**config.mk**
```make
export PLATFORM = sky130hd
export DESIGN_NAME = touch_key_cond
export DESIGN_NICKNAME = d
export VERILOG_FILES = /design/src/rtl/touch_key_cond.sv
export SDC_FILE = /design/constraint.sdc
export NUM_CORES = 1
export LEC_CHECK = 0
export CAP_MARGIN = 20
export CORE_MARGIN = 2
export CORE_UTILIZATION = 40
export CTS_CLUSTER_DIAMETER = 60
export DETAILED_ROUTE_END_ITERATION = 7
export PLACE_DENSITY_LB_ADDON = 0.2
export SLEW_MARGIN = 40
export SYNTH_ARGS = -nofsm -noshare
export SYNTH_HDL_FRONTEND = slang
export SYNTH_SLANG_ARGS = --single-unit
```
**constraint.sdc**
```tcl
create_clock -name clk -period 2.6 [get_ports clk]
set_clock_uncertainty 0.2 [all_clocks]
set_input_delay 0.78 -clock clk [delete_from_list [all_inputs] [get_ports clk]]
set_output_delay 0.78 -clock clk [all_outputs]
set_load 0.01 [all_outputs]
```
**src/rtl/touch_key_cond.sv**
```systemverilog
// Touch-key conditioning: sync + debounce of the raw sensor, then short/double/long press classification.
// Optional auto-repeat while long-held is enabled by defining TOUCH_REPEAT_EN.
module touch_key_cond #(
    parameter int unsigned DEB_CYC  = 1000000,
    parameter int unsigned LONG_CYC = 50000000,
    parameter int unsigned DBL_CYC  = 15000000,
    parameter int unsigned REP_CYC  = 10000000
) (
    input  logic clk,
    input  logic rst_n,
    input  logic touch_raw,
    output logic key_level,
    output logic key_rise,
    output logic short_press,
    output logic double_press,
    output logic long_press,
    output logic repeat_pulse
);

    localparam int unsigned DW      = (DEB_CYC > 1) ? $clog2(DEB_CYC) : 1;
    localparam int unsigned MAX_LD  = (LONG_CYC > DBL_CYC) ? LONG_CYC : DBL_CYC;
    localparam int unsigned MAX_CYC = (MAX_LD > REP_CYC) ? MAX_LD : REP_CYC;
    localparam int unsigned TW      = (MAX_CYC > 1) ? $clog2(MAX_CYC) : 1;

    typedef enum logic [2:0] {
        IDLE      = 3'd0,
        PRESS1    = 3'd1,
        LONG_HELD = 3'd2,
        WAIT2     = 3'd3,
        PRESS2    = 3'd4
    } state_t;

    logic          s0;
    logic          s1;
    logic [DW-1:0] deb_cnt;
    logic          deb_done_c;
    logic          rise_c;
    logic          fall_c;

    state_t        state;
    state_t        state_nxt;
    logic [TW-1:0] timer;
    logic [TW-1:0] timer_nxt;
    logic          short_nxt;
    logic          double_nxt;
    logic          long_nxt;

    // Debounced level changes at the same edge the counter completes
    assign deb_done_c = (s1 != key_level) && (deb_cnt == DW'(DEB_CYC - 1));
    assign rise_c     = deb_done_c & s1;
    assign fall_c     = deb_done_c & ~s1;

    // Synchroniser and debounce counter
    always_ff @(posedge clk or negedge rst_n) begin
        if (!rst_n) begin
            s0        <= 1'b0;
            s1        <= 1'b0;
            deb_cnt   <= '0;
            key_level <= 1'b0;
            key_rise  <= 1'b0;
        end else begin
            s0       <= touch_raw;
            s1       <= s0;
            key_rise <= rise_c;
            if (s1 == key_level) begin
                deb_cnt <= '0;
            end else if (deb_done_c) begin
                deb_cnt   <= '0;
                key_level <= s1;
            end else begin
                deb_cnt <= deb_cnt + DW'(1);
            end
        end
    end

`ifdef TOUCH_REPEAT_EN
    logic rep_nxt;
`endif

    // Classifier next-state, shared timer and pulse decode
    always_comb begin
        state_nxt  = state;
        timer_nxt  = (timer == {TW{1'b1}}) ? timer : timer + TW'(1);
        short_nxt  = 1'b0;
        double_nxt = 1'b0;
        long_nxt   = 1'b0;
`ifdef TOUCH_REPEAT_EN
        rep_nxt    = 1'b0;
`endif
        case (state)
            IDLE: begin
                if (rise_c) state_nxt = PRESS1;
            end
            PRESS1: begin
                if (fall_c) begin
                    state_nxt = WAIT2;
                end else if (timer == TW'(LONG_CYC - 1)) begin
                    long_nxt  = 1'b1;
                    state_nxt = LONG_HELD;
                end
            end
            LONG_HELD: begin
                if (fall_c) begin
                    state_nxt = IDLE;
`ifdef TOUCH_REPEAT_EN
                end else if (timer == TW'(REP_CYC - 1)) begin
                    rep_nxt   = 1'b1;
                    timer_nxt = '0;
`endif
                end
            end
            WAIT2: begin
                // A rise landing on the expiry cycle still counts as a double press
                if (rise_c) begin
                    double_nxt = 1'b1;
                    state_nxt  = PRESS2;
                end else if (timer == TW'(DBL_CYC - 1)) begin
                    short_nxt = 1'b1;
                    state_nxt = IDLE;
                end
            end
            PRESS2: begin
                if (fall_c) state_nxt = IDLE;
            end
            default: state_nxt = IDLE;
        endcase
        if (state_nxt != state) timer_nxt = '0;
    end

    // Classifier state, timer and registered pulses
    always_ff @(posedge clk or negedge rst_n) begin
        if (!rst_n) begin
            state        <= IDLE;
            timer        <= '0;
            short_press  <= 1'b0;
            double_press <= 1'b0;
            long_press   <= 1'b0;
        end else begin
            state        <= state_nxt;
            timer        <= timer_nxt;
            short_press  <= short_nxt;
            double_press <= double_nxt;
            long_press   <= long_nxt;
        end
    end

`ifdef TOUCH_REPEAT_EN
    always_ff @(posedge clk or negedge rst_n) begin
        if (!rst_n) repeat_pulse <= 1'b0;
        else        repeat_pulse <= rep_nxt;
    end
`else
    assign repeat_pulse = 1'b0;
`endif

endmodule

```
# Word level (Yosys, flattened, before mapping)
# Index checks and enable logic that the tools add are counted.
# word_totals
out_inout_bits,6
ff_bits,56
wordCells,51
# op_classes
bitwise,4
eq_ne,12
mux,19
n_reduce_logical,4
add_sub_neg,2
# ops
op,n
$eq 26x26->1 const B,2
$mux 26,2
$mux 20,2
$add 26x1->26 const B,1
$eq 26x24->1 const B,1
$add 20x1->20 const B,1
$eq 20x20->1 const B,1
$mux 3,6
$pmux 3 s4,1
$mux 1,8
$eq 3x2->1 const B,2
$eq 3x1->1 const B,1
$eq 3x3->1 const B,1
$logic_not 3->1,1
$ne 3x3->1,1
$and 1x1->1,2
$ne 2x1->1 const B,1
$not 1->1,2
$reduce_and 2->1,1
$reduce_or 2->1,1
$eq 1x1->1,1
$logic_and 1x1->1,1
$ne 1x1->1,1

# Logic depth before layout (Yosys ltp)
# Gate-level depths: netlist of run 1.
# depth
ltp_word,7
ltp_mapped,8
ltp_nobuf,7

# Worst setup path after synthesis of run 1
# No wires, ideal clock.
# synth_path
path_kind,register to register
startpoint,register timer[9]
endpoint,register timer[15]
path_slack_ns,0.117
arrival_time_ns,2.160
path_stages_with_launch,7
required_time_ns,2.277
n_path_buf,1
period_less_slack_ns,2.483
cell_sequence,dfrtp_1 > or4_4 > or4_4 > and3_4 > nor3_4 > buf_8 > nor3_2
# synth_between
elab_chain_len,6
# synth_rtl
item,line,rtl
"start, declared",42,logic [TW-1:0] timer;
"start signal, assigned",140,timer <= timer_nxt;
$eq 26x24->1 or $eq 26x26->1 (tied branches),"117, 97",
$mux 3 (on tied branches),"117, 97",
$mux 3 (on tied branches),"114, 95",
$pmux 3 s4,90,case (state)
$ne 3x3->1,127,if (state_nxt != state) timer_nxt = '0;
$ne 2x1->1 (no line) or $mux 26 (tied branches),-,
# Parallel ways exist; a longest one is shown, timed or not. The select of a mux whose other input is x is not followed.
# A chain may end at the register's enable or synchronous reset.

# Final worst setup path of run 1
# layout_path
startpoint,register timer[1]
endpoint,register timer[9]
# The elaborated chain is that of the path after synthesis.

==> run_results.csv, run 1 <==
group,metric,value,unit
logic_synthesis,syn_inst,313,
job,maxCapViolations,0,
global_routing,grt_pass1_vias,2204,
logic_synthesis,ys_top_cells_by_area,"dfrtp_1, xnor2_1, xor2_1",
cts,cts_max_path_buffers,2,
cts,clockRootBuffer,"clkbuf_8",
routing,dr_total_vias,2274,
cells_and_area,top_register,"timer",
timing,period_minus_slack,2530,ps
cells_and_area,top_regs,"timer (26), deb_cnt (20), state (3)",
routing,drt_first_pass_iters,6,
die,die_w,91.3,um
timing,finalHoldViolCount,0,
cells_and_area,drive_gt1_share,16.4,%
logic_synthesis,yosysTopAreaCell,"dfrtp_1",
die,start_util,41.6,%
setup_path,cp.arrival,2520,ps
placement,io_buffer_count,7,
placement,dpl_cell_area,3330,um2
cells_and_area,nets,339,
global_routing,grt_use_met2,24.3,%
logic_synthesis,avgSynthCellArea,9.74,um2
logic_synthesis,ys_async_sr_fraction,100,%
setup_path,r2r_end,"timer[9]",
cells_and_area,utilization,48.1,%
routing,wl_per_cell,13.8,um
cts,cts_made_buffers,5,
cts,cts-htree-levels,2,
setup_path,required,2600,ps
routing,drcViolationCount,0,
die,die_area,8330,um2
global_routing,antenna_found_initial,0,
die,fp.coreArea,7330,um2
timing,whs,168,ps
cells_and_area,design_area,3530,um2
global_routing,grt_max_degree,35,
hold_path,min_path_type,"flip-flop to flip-flop",
logic_synthesis,yosys.area.top_type_share,46.0,%
cts,path_clk_slew,100,ps
logic_synthesis,syn-num-nets,318,
cells_and_area,syn_to_final_growth,15.8,%
logic_synthesis,yosys.area_share.adder,0.821,%
global_routing,top_usage_layer,"met2",
timing,period_share,97.2,%
global_routing,grt_pass1_wl,10.4,mm
status,status,"complete, no violations",
cts,clk_latency,310,ps
die,die_h,91.3,um
logic_synthesis,synth-simple-area-share,33.2,%
cts,cts_tree,"built",
global_routing,grt_usage,15.2,%
routing,drt_wl_total,6.00,mm
setup_path,worstSetupEndpointType,"flip-flop",
timing,tightest_slew,531,ps
placement,dp_hpwl,4.07,mm
logic_synthesis,ys_ff_latch,56,
cells_and_area,register_area,1400,um2
logic_synthesis,ys_types,47,
power_and_ir_drop,finalPower,1.41,mW
power_and_ir_drop,leakage,1.48,nW
logic_synthesis,synth_edf_count,0,
cts,holdBufCountCts,0,
logic_synthesis,syn_area,3050,um2
setup_path,r2r_setup_slack,70,ps
global_routing,grt_use_met1,21.3,%
routing,vias_per_cell,5.24,
cells_and_area,diodes,0,
placement,routabilityCongestion,0.828,
setup_path,rr_worst_depth,9,
die,pin_count,9,
routing,drtIter0Drc,120,
cells_and_area,fillers,667,
timing,fmax,396,MHz
cts,cts.sinks,56,
setup_path,reg2reg_from,"timer[1]",
placement,pre_cts_ws,64.8,ps
timing,slew_headroom,64.6,%
timing,drv_slew,0,
routing,antenna_left,0,
hold_path,holdPathStages,0,
power_and_ir_drop,p_per_area,400,nW/um2
timing,rsz0062_at_grt,"no",
die,rows,31,
hold_path,worstHoldStart,"s0",
cells_and_area,largest_reg_flops,26,
setup_path,start_kind,"flip-flop",
setup_path,path_class,"flip-flop to flip-flop",
power_and_ir_drop,peakVddDrop,0.235,mV
logic_synthesis,synth_compound_area_share,4.15,%
logic_synthesis,synthMuxAreaShare,0.657,%
cells_and_area,final_cells,434,
hold_path,hold_end,"s1",
global_routing,met3_usage,3.15,%
cells_and_area,multi_input_area,1560,um2
logic_synthesis,yosys_most_used_dff,"dfrtp_1",
timing,worst_slack,72.4,ps
logic_synthesis,ys_seq_area_share,46.0,%
logic_synthesis,synth_top_family_by_area,"simple AND/OR/NAND/NOR gates",
logic_synthesis,synth-xor-area-share,11.5,%
timing,finalSetupViolations,0,
setup_path,critPathMaxFanout,13,
placement,place_inst,422,
logic_synthesis,yosysWarnings,0,
timing,finalSetupTns,0,ps
global_routing,grt_overflow,0,
## cell usage in the layout (no fill, tap or decap), types with 6 or more instances in the layout
cell and count:
nand2_1 19, and3_1 8, xor2_1 16, nor2_1 34, nor3_1 23, nor3_2 12, buf_4 14, inv_1 7
clkbuf_8 6, nand3_1 21, a21oi_1 7, nor4_1 6, dfrtp_1 56, xnor2_1 24, nand4_1 8, clkdlybuf4s50_1 6
## power by group
part / switching, mW / total, mW / internal (mW)
Combinational: 0.0281 / 0.0388 / 0.0107
Clock: 0.277 / 0.494 / 0.217
Sequential: 0.00338 / 0.879 / 0.876
## layout make-up
| cell class | count | share of cell area, % |
|---|---|---|
| Multi-Input combinational cell | 236 | 44.3 |
| Tap cell | 99 | 3.51 |
| Clock inverter | 1 | 0.213 |
| Sequential cell | 56 | 39.7 |
| Clock buffer | 7 | 2.45 |
| Timing Repair Buffer | 28 | 9.07 |
| Inverter | 7 | 0.744 |
## Yosys cell counts (all sizes together), types with 2 or more instances
master / instances
nor3b: 4
or3: 5
o21ai: 5
ha: 2
or4: 2
clkbuf: 6
dfrtp: 56
xnor2: 24
nor4b: 3
and4b: 3
nand2: 20
nor4: 7
inv: 7
nor2: 34
buf: 8
nand3: 21
and4: 6
and2: 6
xor2: 16
and3: 9
nor3: 37
a21oi: 7
nand4: 9
mux2i: 2
nor2b: 3
## what timing repair did
item / 4_1_cts / 5_1_grt
buffers inserted: 0 / 2
setup endpoints to repair: 0 / 26
gates resized for setup: 0 / 6
endpoints found under the hold margin: 0 / 0
## critical path, cell delays in order (launching register included)
cell and delay (ps):
dfrtp_1 390, ha_2 200, and4_1 230, nand2_2 100, or4_4 520, and3_4 200, nor3_4 210, buf_12 150
clkbuf_16 170, nor3_1 60
## worst max-delay path by stage
stage	startpoint	endpoint	slack, ps	cells after the start
finish	timer[1]	timer[9]	70	9
global route	deb_cnt[0]	timer[6]	3	8
CTS	deb_cnt[13]	timer[6]	30	8
detailed placement	deb_cnt[13]	timer[6]	60	8
global placement	deb_cnt[13]	timer[14]	50	8
floorplan	timer[9]	timer[15]	120	6
## cells by family (layout without fill, tap and decap cells)
kind of cell | after synthesis | after routing
DFF | 56 | 56
and+or+nand+nor | 171 | 171
AOI/OAI and AO/OA | 20 | 20
buffers and inverters | 21 | 43
muxes | 2 | 2
adders and majority gates | 2 | 2
xor gates and xnor gates | 40 | 40
other | 1 | 1
## routing by layer
layer  part of all wire [%]  vias to the layer above
met2                     48                       35
met5                      0                        -
li1                       -                     1139
met1                     49                     1095
met3                    2.7                        5
met4                   0.63                        0
No activity file was read; power rests on OpenSTA's default activity.
==> inputs of run 2 (changes only) <==
DONT_BUFFER_PORTS = 1   (was not set)
==> run_results.csv, run 2 (synthesized netlist as in run 1, its figures left out) <==
group,metric,value,unit
setup_path,worstSetupEndpointType,"flip-flop",
cells_and_area,syn_to_final_growth,14.9,%
power_and_ir_drop,p_seq_share,58.1,%
routing,drt_first_pass_iters,4,
cells_and_area,diodes,0,
die,die_w,91.3,um
cells_and_area,nets,334,
cells_and_area,top_register,"timer",
cts,cts_max_path_buffers,2,
global_routing,grt_pass1_wl,10.7,mm
power_and_ir_drop,leakage,1.48,nW
routing,wl_per_cell,14.5,um
power_and_ir_drop,switching_share,22.3,%
cells_and_area,layout_common_cells,"dfrtp_1, nor2_1, xnor2_1",
timing,period_minus_slack,2550,ps
power_and_ir_drop,p_int,1.18,mW
timing,finalHoldViolCount,0,
global_routing,grt_usage,15.6,%
setup_path,critPathMaxFanout,7,
cells_and_area,layout_commonest_cell,"dfrtp_1",
setup_path,required,2600,ps
cells_and_area,fillers,709,
timing,finalSetupTns,0,ps
cts,cts.sinks,56,
job,maxCapViolations,0,
routing,drt_wl_total,6.21,mm
power_and_ir_drop,power_frac_clock,39.4,%
cells_and_area,drive_gt1_share,18.2,%
routing,vias_per_cell,5.34,
placement,dp_hpwl,4.00,mm
die,fp.coreArea,7330,um2
setup_path,start_kind,"flip-flop",
die,die_area,8330,um2
power_and_ir_drop,p_per_area,432,nW/um2
hold_path,min_path_type,"primary input to async pin",
cts,path_clk_slew,110,ps
cells_and_area,multi_input_area,1590,um2
cts,cts-htree-levels,2,
die,start_util,41.6,%
placement,io_buffer_count,0,
global_routing,grt_pass1_vias,2191,
timing,drv_slew,0,
power_and_ir_drop,netSwitchingPower,0.337,mW
die,rows,31,
cells_and_area,final_cells,429,
cts,clockRootBuffer,"clkbuf_8",
routing,dr_total_vias,2289,
placement,routabilityCongestion,0.833,
routing,drcViolationCount,0,
cts,cts_made_buffers,5,
timing,period_share,98.1,%
setup_path,cp.arrival,2550,ps
cts,cts_tree,"built",
power_and_ir_drop,peakVddDrop,0.251,mV
cts,clk_latency,320,ps
cells_and_area,largest_reg_flops,26,
placement,place_inst,414,
power_and_ir_drop,pwr-share-comb,2.5,%
status,status,"complete, no violations",
routing,drtIter0Drc,192,
routing,antenna_left,0,
die,die_h,91.3,um
cells_and_area,register_area,1400,um2
timing,finalSetupViolations,0,
global_routing,grt_overflow,0,
global_routing,antenna_found_initial,0,
setup_path,path_class,"flip-flop to flip-flop",
die,pin_count,9,
timing,fmax,392,MHz
timing,rsz0062_at_grt,"no",
cells_and_area,top_regs,"timer (26), deb_cnt (20), state (3)",
global_routing,grt_max_degree,57,
## run 2: changes by cell type in the layout (fill, tap and decap cells not counted), sizes merged
cell,change
inv,+1
bufinv,+1
buf,+2
clkdlybuf4s50,-6
clkbuf,-3
## run 2: final timing paths
kind	slack [ps]	cells after the start	endpoint	from
max in group asynchronous	1840	1	deb_cnt[10]	rst_n
worst max-delay path	50	6	timer[6]	timer[9]
worst max register to register	50	6	timer[6]	timer[9]
min in group clk	180	0	s1	s0
worst min register to register	180	0	s1	s0
worst min-delay path	110	1	key_level	rst_n
## run 2: worst max-delay path, cell delays in order (launching register included)
cell,delay [ps]
dfrtp_1,400
or4_4,560
or4_4,500
and3_4,200
nor3_4,290
clkbuf_16,240
nor4_2,50
## run 2: layer usage
layer  wire length (um)  global-route usage (%)
met5                  0                       0
met4                 63                    4.55
met3                143                    2.82
met2               2870                    25.0
met1               3130                    21.6
## run 2: timing repair
item | 4_1_cts | 5_1_grt
hold endpoints to repair | 56 | 0
pin swaps | 0 | 4
buffers inserted | 0 | 4
gates resized for setup | 1 | 8
hold buffers | 1 | 0
endpoints found under the setup margin | 26 | 27
cloned | 0 | 2
## run 2: power groups by stage
| stage | Clock [mW] | Combinational, mW | Sequential, mW |
|---|---|---|---|
| after floorplan | 0 | 0.0146 | 0.896 |
| after global placement | 0 | 0.0173 | 0.896 |
| after detailed placement | 0 | 0.0172 | 0.897 |
| after CTS | 0.621 | 0.0403 | 0.879 |
| after global routing | 0.654 | 0.0450 | 0.881 |
| final | 0.596 | 0.0381 | 0.879 |
## run 2: per-stage QoR
stage	util (%)	hold slack (ps)	setup WS, ps	power (mW)	instance area [um2]
finish	47.8	110	48.6	1.51	3500
detailed placement	44.3	158	-20.6	0.914	3250
global route	47.8	114	4.21	1.58	3500
CTS	46.3	119	38.7	1.54	3390
floorplan	-	131	117	0.910	3050
global placement	44.3	133	-6.04	0.914	3250
## run 2: final cells by class
cell class                      instances  share of cell area (%)
Timing Repair Buffer                   23                    7.18
Sequential cell                        56                    40.0
Clock buffer                            5                    1.96
Multi-Input combinational cell        236                    45.2
Inverter                                7                   0.750
Tap cell                               99                    3.54
Clock inverter                          3                    1.32
